## src/rtl/serial_add_pkg.sv

```systemverilog
// serial_add_pkg: shared FSM state encoding and default operand width
package serial_add_pkg;
   localparam int DEFAULT_WIDTH = 8;
   typedef enum logic [1:0] {
      IDLE = 2'b00,
      RUN  = 2'b01,
      DONE = 2'b10
   } state_t;
endpackage

```

## src/rtl/fa_cell.sv

```systemverilog
// fa_cell: combinational 1-bit full adder
module fa_cell (
   input  logic in_0,
   input  logic in_1,
   input  logic cin,
   output logic out,
   output logic cout
);
   always_comb begin
      out  = in_0 ^ in_1 ^ cin;
      cout = (in_0 & in_1) | (cin & (in_0 ^ in_1));
   end
endmodule

```

## src/rtl/serial_add_ctrl.sv

```systemverilog
// serial_add_ctrl: bit-serial adder, one bit per cycle LSB first, fixed WIDTH-cycle latency
module serial_add_ctrl
   import serial_add_pkg::*;
#(
   parameter int WIDTH = DEFAULT_WIDTH
) (
   input  logic             clk,
   input  logic             rst,
   input  logic             start,
   input  logic [WIDTH-1:0] a,
   input  logic [WIDTH-1:0] b,
   input  logic             cin,
   output logic             busy,
   output logic             done,
   output logic [WIDTH-1:0] sum,
   output logic             cout
);
   localparam int CW = $clog2(WIDTH);
   state_t           r_state;
   logic [WIDTH-1:0] r_a, r_b, r_psum, r_sum;
   logic [CW-1:0]    r_cnt;
   logic             r_carry, r_busy, r_done, r_cout;
   logic             w_s, w_co, w_last;
   logic [WIDTH-1:0] w_psum;
   fa_cell u_fa (
      .in_0 (r_a[0]),
      .in_1 (r_b[0]),
      .cin  (r_carry),
      .out  (w_s),
      .cout (w_co)
   );
   // new sum bit enters at the MSB so the first bit lands at the LSB after WIDTH shifts
   always_comb begin
      w_psum = (r_psum >> 1) | (WIDTH'(w_s) << (WIDTH - 1));
      w_last = r_cnt == CW'(WIDTH - 1);
   end
   always_ff @(posedge clk) begin
      if (rst) begin
         r_state <= IDLE;
         r_busy  <= 1'b0;
         r_done  <= 1'b0;
         r_sum   <= '0;
         r_cout  <= 1'b0;
         r_carry <= 1'b0;
         r_cnt   <= '0;
         r_a     <= '0;
         r_b     <= '0;
         r_psum  <= '0;
      end else begin
         case (r_state)
            RUN: begin
               r_a     <= r_a >> 1;
               r_b     <= r_b >> 1;
               r_psum  <= w_psum;
               r_carry <= w_co;
               r_cnt   <= r_cnt + 1'b1;
               if (w_last) begin
                  r_state <= DONE;
                  r_busy  <= 1'b0;
                  r_done  <= 1'b1;
                  r_sum   <= w_psum;
                  r_cout  <= w_co;
               end
            end
            // IDLE, DONE and the unused encoding all accept a new start
            default: begin
               r_done <= 1'b0;
               if (start) begin
                  r_state <= RUN;
                  r_busy  <= 1'b1;
                  r_a     <= a;
                  r_b     <= b;
                  r_carry <= cin;
                  r_cnt   <= '0;
                  r_psum  <= '0;
               end else begin
                  r_state <= IDLE;
               end
            end
         endcase
      end
   end
   always_comb begin
      busy = r_busy;
      done = r_done;
      sum  = r_sum;
      cout = r_cout;
   end
endmodule

```

## config.mk

```make
export PLATFORM = sky130hd
export DESIGN_NAME = serial_add_ctrl
export DESIGN_NICKNAME = d
export VERILOG_FILES = /design/src/rtl/serial_add_pkg.sv /design/src/rtl/fa_cell.sv /design/src/rtl/serial_add_ctrl.sv
export SDC_FILE = /design/constraint.sdc
export NUM_CORES = 1
export LEC_CHECK = 0
export BUFFER_PORTS_ARGS = -buffer_cell sky130_fd_sc_hd__buf_2
export CORE_MARGIN = 2
export CORE_UTILIZATION = 54
export CTS_CLUSTER_SIZE = 30
export DETAILED_ROUTE_END_ITERATION = 6
export PLACE_DENSITY = 0.77
export RECOVER_POWER = 50
export SYNTH_ARGS = -nofsm -noshare
export SYNTH_HDL_FRONTEND = slang
export SYNTH_SLANG_ARGS = --single-unit
```

## constraint.sdc

```tcl
create_clock -name clk -period 1.7 [get_ports clk]
set_clock_uncertainty 0.2 [all_clocks]
set_input_delay 0.17 -clock clk [delete_from_list [all_inputs] [get_ports clk]]
set_output_delay 0.17 -clock clk [all_outputs]
set_load 0.05 [all_outputs]
```

==> results.md <==
- Initial antenna violation count: 0
- Commonest cells post-synth: 40 x dfxtp_1, 28 x nand2_1, 20 x a21oi_1
- Top-area cell type share of the netlist area: 45.0%
- P&R area growth vs syn: 15.2%
- CP required: 1780 ps
- Critical path cell sequence: ha_1 -> ha_1 -> and3b_1 -> nand2_1 -> a21oi_1
- Antenna-violating nets left: 0
- Maxcap violations: 0
- Rows: 20
- Overall die height: 61.4 µm
- Cell taking the most area after synthesis: dfxtp_1
- Final Critical Period: 1580 ps
- Tot GR Track Use: 19.3%
- Largest net degree at the start of global routing: 41
- RSZ-0062 raised after global routing: false
- Mapped Cells: 177
- Synth Area per Inst: 10.1 µm²
- H-tree depth: 2
- Remaining DRCs: 0
- Setup TNS: 0 ps
- Fin Hold WS: 15.6 ps
- Post-synth EDFFs: 0
- Mapped Area: 1780 µm²
- Top cells by area, synth: dfxtp_1 45%, a211oi_2 11%, mux2i_1 9.6%, nand2_1 5.9%, a21oi_1 5.6%
- Post-route cell area: 2050 µm²
- Mapped Nets: 201
- Final hold violation count: 0
- Final setup viols: 0
- DRT Pass-1 Iters: 4
- Slew margin rel.: 60.0%
- DP Wirelength: 2130 µm
- Share of layout cells above drive strength 1: 22.8%
- Critical Path End Type: flop
- Core Region: 3100 µm²
- Latest clock arrival within the worst-skew pair: 340 ps
- N_diodes: 0
- Via count: 1378
- Critical path class: flop to flop
- Yosys warns: 0
- Drt initial violations: 49
- Vias in the first global route: 1291
- P_leak: 0.804 nW
- Initial core utilization: 57.3%
- Hold Path Class: input pin to flop
- DIE AREA: 3770 µm²
- Outcome: completed
- Most numerous cell in the Yosys netlist: dfxtp_1
- Grt total ovfl: 0
- Power per Cell Area: 847 nW/µm²
- Post-synthesis sequential area ratio: 45.0%
- IO Pins: 31
- Fmax: 0.632 GHz
- Crit path largest cell delay: 370 ps
- DRT Wirelength: 3200 µm
- Sink Count: 40
- Final period util: 93.1%
- Vias per cell: 5.32
- Clock root buffer: clkbuf_4
- CP startpoint kind: flop
- Layout Nets: 238
- Die width: 61.4 µm
- P_sw: 440 µW
- Critical-path top delay cell: dfxtp_1
- Fin. max-slew vios: 0
- GP Congestion: 0.757
- CTS tree: yes
- Port bufs: 30
- CP dominant cell by count: ha_1
- CTS Hold Bufs: 10
- FF+latch count, synth: 40
- CP arrival: 1660 ps
- Worst Path Max Fanout: 9
- Clk pin slew, worst setup/hold paths: 110 ps
- Post-CTS Setup Bufs: 0
- Placed inst area: 1930 µm²
- Switching Fraction: 25.3%
- Sequential power share: 57.9%
- Logic pwr share: 13.5%
- Yosys cell types: 24
- Wire length per cell: 12.4 µm
- Power share of the clock group: 28.6%
- Post-CTS sizing: 0
- Clk buf depth: 2
- Ys flop type: dfxtp_1
- Total Power: 1.74 mW
- Internal power: 1.30 mW
- Max VDD drop: 0.000619 V
- CTS Buf Count: 5
- First-pass GRT wire length: 5260 µm
- Least-Margin Pin Slew: 603 ps
- Fraction of registers with async set/reset: 0%
registers in the layout, indices dropped and copies added, names as in the netlist:
register  flops
done          1
r_cnt         3
r_b           8
r_a           8
busy          1
r_psum        7
sum           8
r_state       2
cout          1
r_carry       1
path summary, 6_finish.rpt:
path	startpoint	to	slack [ps]	depth (start not counted)
setup / recovery	r_cnt[0]	sum[4]	120	5
hold / removal	start	busy	20	3
setup reg to reg	r_cnt[0]	sum[4]	120	5
hold reg to reg	sum[2]	sum[2]	260	2
power by group through the flow:
stage / combinational [mW] / sequential, mW / clock [mW]
finish: 0.235 / 1.01 / 0.496
global route: 0.260 / 1.01 / 0.551
CTS: 0.248 / 1.01 / 0.508
detailed placement: 0.230 / 1.03 / 0
global placement: 0.222 / 1.03 / 0
floorplan: 0.184 / 1.03 / 0
area by class of cell:
cell class              count  area [µm²]
clock buffers               8        58.8
fillers                   284        1050
inverters                   1        3.75
multi-input cells         122         828
flip-flops and latches     40         801
well taps                  44        55.1
repair buffers             44         303
cells in the final DEF (no fill, tap or decap), drive strengths merged:
| cell | count |
|---|---|
| dfxtp | 40 |
| nand2 | 28 |
| buf | 22 |
| a21oi | 20 |
| clkbuf | 20 |
| mux2i | 17 |
| nor2 | 17 |
| a211oi | 16 |
| nand3b | 11 |
| dlygate4sd3 | 10 |
| nor3 | 4 |
| ha | 3 |
| nand2b | 2 |
| and2b | 1 |
| inv | 1 |
| o21ai | 1 |
| and3b | 1 |
| fa | 1 |
stage by stage:
step	instances	worst slack (ps)	util, %
3_5_place_dp	241	143	62.3
5_1_grt	259	1.01	66.0
3_3_place_gp	241	226	62.3
4_1_cts	259	114	67.4
6_report	259	117	66.0
2_1_floorplan	177	247	-
worst max-delay path: cells and delay by family, from the launching register on:
family	cells	cell delay, ps
and+or+nand+nor	2	450
DFF	1	370
adders and majority gates	2	360
AOI/OAI and AO/OA	1	140
layer usage:
layer | wire length (µm) | part of all wire [%] | track usage (%) | vias to the layer above
met5 | 0 | 0 | 0 | -
met4 | 49 | 1.5 | 10.3 | 0
met3 | 107 | 3.3 | 3.78 | 6
met2 | 1670 | 52 | 35.7 | 23
met1 | 1370 | 43 | 20.6 | 657
li1 | - | - | - | 692
kinds of logic after synthesis:
kind of cell | synth area share [%]
and+or+nand+nor | 18.3
DFF | 45.0
AOI/OAI and AO/OA | 16.9
muxes | 9.56
buffers and inverters | 7.03
adders and majority gates | 3.24
(Power assumes the default switching activity.)
